[config.mk]
export PLATFORM = sky130hd
export DESIGN_NAME = pc_unit
export DESIGN_NICKNAME = d
export VERILOG_FILES = /design/src/rtl/pc_unit_pkg.sv /design/src/rtl/pc_unit_ret_stack.sv /design/src/rtl/pc_unit.sv
export SDC_FILE = /design/constraint.sdc
export NUM_CORES = 1
export LEC_CHECK = 0
export ABC_CLOCK_PERIOD_IN_PS = 3320
export CAP_MARGIN = 20
export CORE_UTILIZATION = 43
export DETAILED_ROUTE_END_ITERATION = 16
export PLACE_DENSITY = 0.64
export SLEW_MARGIN = 20
export SYNTH_ARGS = -nofsm -noshare
export SYNTH_HDL_FRONTEND = slang
export SYNTH_HIERARCHICAL = 1
export SYNTH_SLANG_ARGS = --single-unit
[constraint.sdc]
create_clock -name clk -period 3.32 [get_ports clk]
set_clock_uncertainty 0.2 [all_clocks]
set_input_delay 0.664 -clock clk [delete_from_list [all_inputs] [get_ports clk]]
set_output_delay 0.664 -clock clk [all_outputs]
set_load 0.02 [all_outputs]
[src/rtl/pc_unit_pkg.sv]
// Shared CPU definitions: the address type and the program-counter defaults
// that the jump unit and the control ROM must agree on.
`default_nettype none

package pc_unit_pkg;

  typedef logic [15:0] pc_t;

  localparam pc_t DEFAULT_RESET_VEC = 16'h0000;
  localparam int  DEFAULT_DEPTH     = 4;

endpackage

`default_nettype wire

[src/rtl/pc_unit_ret_stack.sv]
// ret_stack: DEPTH-entry LIFO of return addresses. Push writes at index sp,
// and the top entry is index sp-1. Push/pop are ignored when full/empty.
`default_nettype none

module ret_stack
  import pc_unit_pkg::*;
#(
  parameter int DEPTH = DEFAULT_DEPTH
) (
  input  logic                         clk,
  input  logic                         rst,
  input  logic                         push,
  input  logic                         pop,
  input  pc_t                          din,
  output pc_t                          top,
  output logic [$clog2(DEPTH+1)-1:0]   sp,
  output logic                         full,
  output logic                         empty
);

  localparam int SPW = $clog2(DEPTH + 1);
  localparam int IW  = (DEPTH > 1) ? $clog2(DEPTH) : 1;
  localparam logic [SPW-1:0] ONE      = SPW'(1);
  localparam logic [SPW-1:0] FULL_CNT = SPW'(DEPTH);

  pc_t            mem [DEPTH];
  logic [SPW-1:0] top_idx;

  assign full    = (sp == FULL_CNT);
  assign empty   = (sp == '0);
  assign top_idx = sp - ONE;
  // Reading with sp=0 yields a stale entry; the caller never uses it then.
  assign top     = mem[top_idx[IW-1:0]];

  always_ff @(posedge clk) begin
    if (push && !full) begin
      mem[sp[IW-1:0]] <= din;
    end
  end

  always_ff @(posedge clk or negedge rst) begin
    if (!rst) begin
      sp <= '0;
    end else if (push && !full) begin
      sp <= sp + ONE;
    end else if (pop && !empty) begin
      sp <= sp - ONE;
    end
  end

endmodule

`default_nettype wire

[src/rtl/pc_unit.sv]
// pc_unit: program counter with advance, jump, and call/return through a
// small hardware return-address stack. Priority is ret > pcoe > inc > hold.
`default_nettype none

module pc_unit
  import pc_unit_pkg::*;
#(
  parameter int  DEPTH     = DEFAULT_DEPTH,
  parameter pc_t RESET_VEC = DEFAULT_RESET_VEC
) (
  input  logic                         clk,
  input  logic                         rst,
  input  logic                         inc,
  input  logic                         pcoe,
  input  pc_t                          pcjmp,
  input  logic                         call,
  input  logic                         ret,
  output pc_t                          pc,
  output logic [$clog2(DEPTH+1)-1:0]   sp,
  output logic                         ovf,
  output logic                         unf
);

  pc_t  stack_top;
  logic stack_full;
  logic stack_empty;
  logic do_push;
  logic do_pop;
  logic set_ovf;
  logic set_unf;
  pc_t  pc_next;

  // A taken call pushes the current pc, which already points past the operands.
  assign do_push = !ret && pcoe && call && !stack_full;
  assign do_pop  = ret && !stack_empty;
  assign set_ovf = !ret && pcoe && call && stack_full;
  assign set_unf = ret && stack_empty;

  always_comb begin
    pc_next = pc;
    if (ret) begin
      if (!stack_empty) begin
        pc_next = stack_top;
      end
    end else if (pcoe) begin
      pc_next = pcjmp;
    end else if (inc) begin
      pc_next = pc + 16'h0001;
    end
  end

  always_ff @(posedge clk or negedge rst) begin
    if (!rst) begin
      pc  <= RESET_VEC;
      ovf <= 1'b0;
      unf <= 1'b0;
    end else begin
      pc  <= pc_next;
      ovf <= ovf | set_ovf;
      unf <= unf | set_unf;
    end
  end

  ret_stack #(
    .DEPTH (DEPTH)
  ) u_ret_stack (
    .clk   (clk),
    .rst   (rst),
    .push  (do_push),
    .pop   (do_pop),
    .din   (pc),
    .top   (stack_top),
    .sp    (sp),
    .full  (stack_full),
    .empty (stack_empty)
  );

endmodule

`default_nettype wire

==> results.md <==
- The highest clock frequency the design can meet is 0.3856 GHz.
- The number of nets in the layout is 346.
- After synthesis the cells add up to 3918 sq um.
- Of all flip-flops after synthesis, the portion carrying an async set or reset was 0.2471.
- The class of the most critical hold timing path is reg -> reg.
- The final layout contains routed wiring with a total length of between 8000 and 9000 um.
- The net count of the mapped netlist is 294.
- The cell count of the worst reg-to-reg path is 6.
- Synthesis produced a netlist whose cell count is approximately 270.
- Synthesis instantiated 51 different standard cells from the library.
- By count the netlist is led by edfxtp_1, dfrtp_1, a21oi_1.
- Ranked by total cell area, the synthesized netlist is headed by edfxtp_1, dfrtp_1, mux4_1.
- Of the cells placed in the final design, the portion with a size suffix greater than 1 is 0.1211.
- The post-CTS repair timing setup buffer count is 0.
- The layout has 744 filler cells.
- The final-report max-slew violation count is 0.
- The CTS buffer count is 9.
- After the first detailed-routing iteration, the DRC count stood at 99.
- The number of antenna violations at the first check in global routing is 0.
- The most instantiated flip-flop cell in the synthesis netlist is edfxtp_1.
- The HPWL after detailed placement is 5304 um.
- 43 I/O pins were placed.
- The number of inserted diodes is 0.
- Entering global routing, the biggest net connects 22 pins.
- Hold is met by 0.2850 ns.
- STA puts the critical path data arrival time at 2.62 ns.
- The total power is around 0.0038 W.
- The number of I/O port buffers is 42.
- Measured along the x axis, the die boundary spans slightly below 100 um.
- The clock-pin slew on the worst setup and hold paths is 0.08 ns.
- Summed over all layers, the global routing overflow is 0.
- In this run, post-CTS repair resized a total of 0 instances.
- Counting instances, the worst hold path has a depth of 1.
- At the end of routability-driven placement, the weighted congestion stood at 0.8254.
- The longest clock path from root to sink contains 2 buffers.
- The H-tree was split into 3 levels.
- Summed over all instances, the cell type with the most area after synthesis is edfxtp_1.
- Across the VDD grid, the largest voltage drop is 0.3680 mV.
- The detailed-route DRC error count is 0.
- The routed via count divided by cell count is 5.614.
- The count of nets left with antenna violations once routing finished came out at 0.
- The final route contains 2,414 vias.
- The clock net sink count is 85.
- For this design the ratio of total power to cell area is 821.2 nW/um^2.
- The average instance in the mapped netlist occupies 14.78 sq um.
- The slew at the pin closest to its max-slew limit is 0.7922 ns.
- The first-pass GRT wire length is about 13,000 um.
- The clock tree from TritonCTS is built.
- The worst setup path is launched from a register.
- The time the final worst path needs with I/O delays and setup is 2.593 ns.
- Setup repair after global routing left no endpoint under its margin.
- Max-cap violations in this run came to 0.
- Measured against its own limit, the worst slew margin works out to 0.4718.
- Hold repair after CTS inserted 0 buffers.
- The count of synthesis-stage warnings from yosys is 6.
- The number of enable-type register cells in the synthesized netlist is 64.
- The top cell type's share of synthesized area is 0.4906.
- Measured along the y axis, the die boundary spans 97.45 um.
- The post-synthesis to final-layout area growth is 17.82%.
- The floorplan step defined a die boundary enclosing approximately 9500 sq um.
- The maximum fanout count along the critical path is 18.
- At the worst endpoint, the required time is ~3.4 ns.
- Setup violations remaining at the end of the flow were counted as 0.
- Across every metal layer, demand over resource in global routing totals 0.1834.
- The flop and latch count out of synthesis is 85.
- The leakage component of the power is 1.633 nW.
- The root buffer cell is clkbuf_8.
- The worst setup path is of the reg -> reg kind.
- The number of global-route vias before repair is 2,536.
- The sequential share of the synthesized area is 0.6247.
- For the worst-skew pair, the clock arrives at the later sink with an insertion delay of about 0.35 ns.
- In this run the core area contains 34 standard-cell rows.
- The number of hold violations in the final report is 0.
- Summed over all failing endpoints, the final setup total negative slack is 0 ns.
- In the final routed layout, each cell accounts on average for 18.85 um.
- The starting utilization of the core area is 0.4470.
- The worst setup path is captured at a register.
- The post-placement cell area is 4456 sq um.
- Dividing the final minimum period by the clock period gives 0.7811.
- The core box area is about 8800 sq um.
- The area of all placed cells without fillers is 4616 sq um.
- The run finished with clean final reports.
- The first-pass iteration count of the detailed router is 4.
- The end-of-flow core utilization is 0.5267.
- The cell with the most instances after synthesis is edfxtp_1.
==> placed cells by master, fill, tap and decap left out, drive strengths merged, types with 4 or more instances in the layout <==
master,instances
dfrtp,21
nor3,5
ha,7
o22a,5
clkbuf,12
o21a,6
a21oi,15
mux4,16
a31oi,4
a211oi,5
o21ai,12
clkdlybuf4s50,42
o22ai,8
edfxtp,64
nand2,14
nor2,12
and2,5
nand3,6
buf,13
clkinv,4
inv,10
==> final timing paths <==
check / from / to / slack, ns
worst max register to register: u_ret_stack/sp[1] / pc[3] / 0.73
max in group asynchronous: rst / pc[2] / 2.19
worst min-delay path: unf / unf / 0.29
worst min register to register: unf / unf / 0.29
min in group asynchronous: rst / pc[0] / 0.47
worst max-delay path: u_ret_stack/sp[1] / pc[3] / 0.73
==> report_power, final <==
part           total (W)  switching [W]  internal (W)  leakage, nW
registers        0.00172       0.000278       0.00144        0.814
logic            0.00146       0.000746      0.000715        0.738
clock network   0.000614       0.000331      0.000283       0.0805
==> layer usage <==
layer  wire, um  up-vias  GRT usage
met5          0        -          0
met4         30        0    0.05882
met3        330        2    0.03885
met2       3823       56     0.2873
met1       3921     1206     0.2569
li1           -     1150          -
==> sequential cells by signal, summed over array words and instances (netlist names) <==
| name | count |
|---|---|
| u_ret_stack/sp | 3 |
| unf | 1 |
| pc | 16 |
| u_ret_stack/mem | 64 |
| ovf | 1 |
==> through the flow <==
step / setup slack (ns) / instances
global placement: 0.5445 / 414
global route: 0.5647 / 430
detailed placement: 0.4788 / 414
CTS: 0.7015 / 430
floorplan: 0.4403 / 265
finish: 0.7266 / 430
==> cell families after synthesis <==
family                     share of synthesized area
DFF                                           0.6247
adders and majority gates                    0.02236
xor gates and xnor gates                    0.002236
muxes                                         0.1073
buffers and inverters                        0.03896
and+or+nand+nor                              0.08911
AOI/OAI and AO/OA                             0.1153
==> critical path: stages, from the launching register on <==
cell     delay, ns
dfrtp_1       0.43
inv_1         0.11
ha_1          0.81
mux4_1        0.43
o22ai_1       0.19
a31oi_1       0.07
o22a_1        0.23
==> final cells by class <==
cell class,instances,area [sq um],share of cell area
Sequential cell,85,2447,0.5302
Multi-Input combinational cell,156,1318,0.2854
Timing Repair Buffer,55,518.0,0.1122
Clock buffer,12,145.1,0.03144
Tap cell,108,135.1,0.02928
Inverter,10,37.54,0.008132
Clock inverter,4,15.01,0.003253
Power figures use the tool's default switching activity.
==> patch, RTL diff (same settings) <==
`DEFAULT_DEPTH`: 4 -> 8.
--- a/src/rtl/pc_unit_pkg.sv
+++ b/src/rtl/pc_unit_pkg.sv
@@ -8,5 +8,5 @@
 
   localparam pc_t DEFAULT_RESET_VEC = 16'h0000;
-  localparam int  DEFAULT_DEPTH     = 4;
+  localparam int  DEFAULT_DEPTH     = 8;
 
 endpackage
Interface: changed (resized sp); port bits go from 43 to 44. No check against the original RTL was run, so the function may have changed too.
==> patch against the unedited design <==
  * Wire length up 85%
  * Sequential cell count up 65
  * Worst setup slack worse by 0.080 ns
  * Cell area up 73%
  * Critical path depth up 3
  * Power up 110%
  * Combinational power up 97%
  * Synthesized area up 67%
  * Critical endpoint is now u_ret_stack/mem[1][4]$_DFFE_PP_
  * Largest power group is now combinational cells
==> patch: results (changes against the unedited design) <==
<table>
<tr><th>Metric</th><th>Value</th></tr>
<tr><th colspan="2">Status</th></tr>
<tr><td>Status</td><td>complete, no violations (unchanged)</td></tr>
<tr><th colspan="2">Synth</th></tr>
<tr><td>Multiplexer fraction of the synthesized cell area</td><td>0.150 (was 0.107)</td></tr>
<tr><td>Post-Synthesis Net Count</td><td>416 (was 294)</td></tr>
<tr><td>Sequential area share after synthesis</td><td>0.671 (was 0.625)</td></tr>
<tr><td>Top cells by count, synth</td><td>sky130_fd_sc_hd__edfxtp_1, sky130_fd_sc_hd__mux4_2, sky130_fd_sc_hd__nor2_1 (was sky130_fd_sc_hd__edfxtp_1, sky130_fd_sc_hd__dfrtp_1, sky130_fd_sc_hd__a21oi_1)</td></tr>
<tr><td>Synthesized area per cell</td><td>16.7 um^2 (was 14.8 um^2)</td></tr>
<tr><th colspan="2">Worst setup path</th></tr>
<tr><td>Data arrival time of the critical path</td><td>2.59 ns (was 2.62 ns)</td></tr>
<tr><td>Endpoint of the worst setup timing path</td><td>u_ret_stack/mem[1][4]$_DFFE_PP_ (was pc[3]$_DFFE_PN0P_)</td></tr>
<tr><td>Crit Path Max Fanout</td><td>12 (was 18)</td></tr>
<tr><td>Kind of cell adding the most delay to the critical path</td><td>simple AND/OR/NAND/NOR gates (was adder cells)</td></tr>
<tr><td>Biggest cell delay along the critical path</td><td>0.38 ns (was 0.81 ns)</td></tr>
<tr><td>Reg-to-reg endpoint</td><td>u_ret_stack/mem[1][4]$_DFFE_PP_ (was pc[3]$_DFFE_PN0P_)</td></tr>
<tr><td>Flop2flop setup slack</td><td>0.65 ns (was 0.73 ns)</td></tr>
<tr><th colspan="2">Power</th></tr>
<tr><td>Part of the power in registers</td><td>0.365 (was 0.453)</td></tr>
<tr><th colspan="2">Global route</th></tr>
<tr><td>GR met1 Demand/Resource</td><td>0.311 (was 0.257)</td></tr>
<tr><td>Global-route wire length before repair</td><td>23300 um (was 13300 um)</td></tr>
<tr><td>Met2 Resource Use GR</td><td>0.298 (was 0.287)</td></tr>
<tr><td>GR Layer Usage met3</td><td>0.0394 (was 0.0388)</td></tr>
<tr><th colspan="2">Clock network</th></tr>
<tr><td>Clock latency on the worst-skew pair</td><td>0.42 ns (was 0.35 ns)</td></tr>
<tr><td>Clk slew on worst S/H paths</td><td>0.06 ns (was 0.08 ns)</td></tr>
<tr><td>Number of buffers created by CTS</td><td>17 (was 9)</td></tr>
<tr><th colspan="2">Drt</th></tr>
<tr><td>Detailed Routing Iterations Pass 1</td><td>7 (was 4)</td></tr>
<tr><th colspan="2">Place</th></tr>
<tr><td>Detailed placement HPWL</td><td>10000 um (was 5300 um)</td></tr>
<tr><td>Weighted congestion reported at the end of routability-driven placement</td><td>0.836 (was 0.825)</td></tr>
<tr><th colspan="2">STA</th></tr>
<tr><td>Share of the cycle needed by the critical path after routing</td><td>0.805 (was 0.781)</td></tr>
<tr><td>Tightest hold margin</td><td>0.279 ns (was 0.285 ns)</td></tr>
<tr><th colspan="2">Finish</th></tr>
<tr><td>Max FFs per register</td><td>128 (was 64)</td></tr>
</table>
==> patch: changes by cell type after synthesis, moves of 4 or more <==
cell                       unedited run  this run
sky130_fd_sc_hd__edfxtp_1            64       128
sky130_fd_sc_hd__mux4_2               8        26
sky130_fd_sc_hd__nor2_1              12        23
sky130_fd_sc_hd__ha_1                 7         3
sky130_fd_sc_hd__clkbuf_1             1         7
sky130_fd_sc_hd__and2_1               5         0
sky130_fd_sc_hd__a21oi_1             15        21
sky130_fd_sc_hd__mux2_2               0        16
==> patch: layout make-up <==
class / count / share of cell area
Multi-Input combinational cell: 208 / 0.245
Clock inverter: 15 / 0.0283
Timing Repair Buffer: 72 / 0.0876
Sequential cell: 150 / 0.552
Tap cell: 184 / 0.0289
Clock buffer: 17 / 0.0534
Inverter: 11 / 0.00518
==> patch: per-layer routing <==
metal	up-vias	routed length, um
li1	1714	-
met5	-	0
met4	0	237
met2	140	6800
met1	1984	7100
met3	19	885
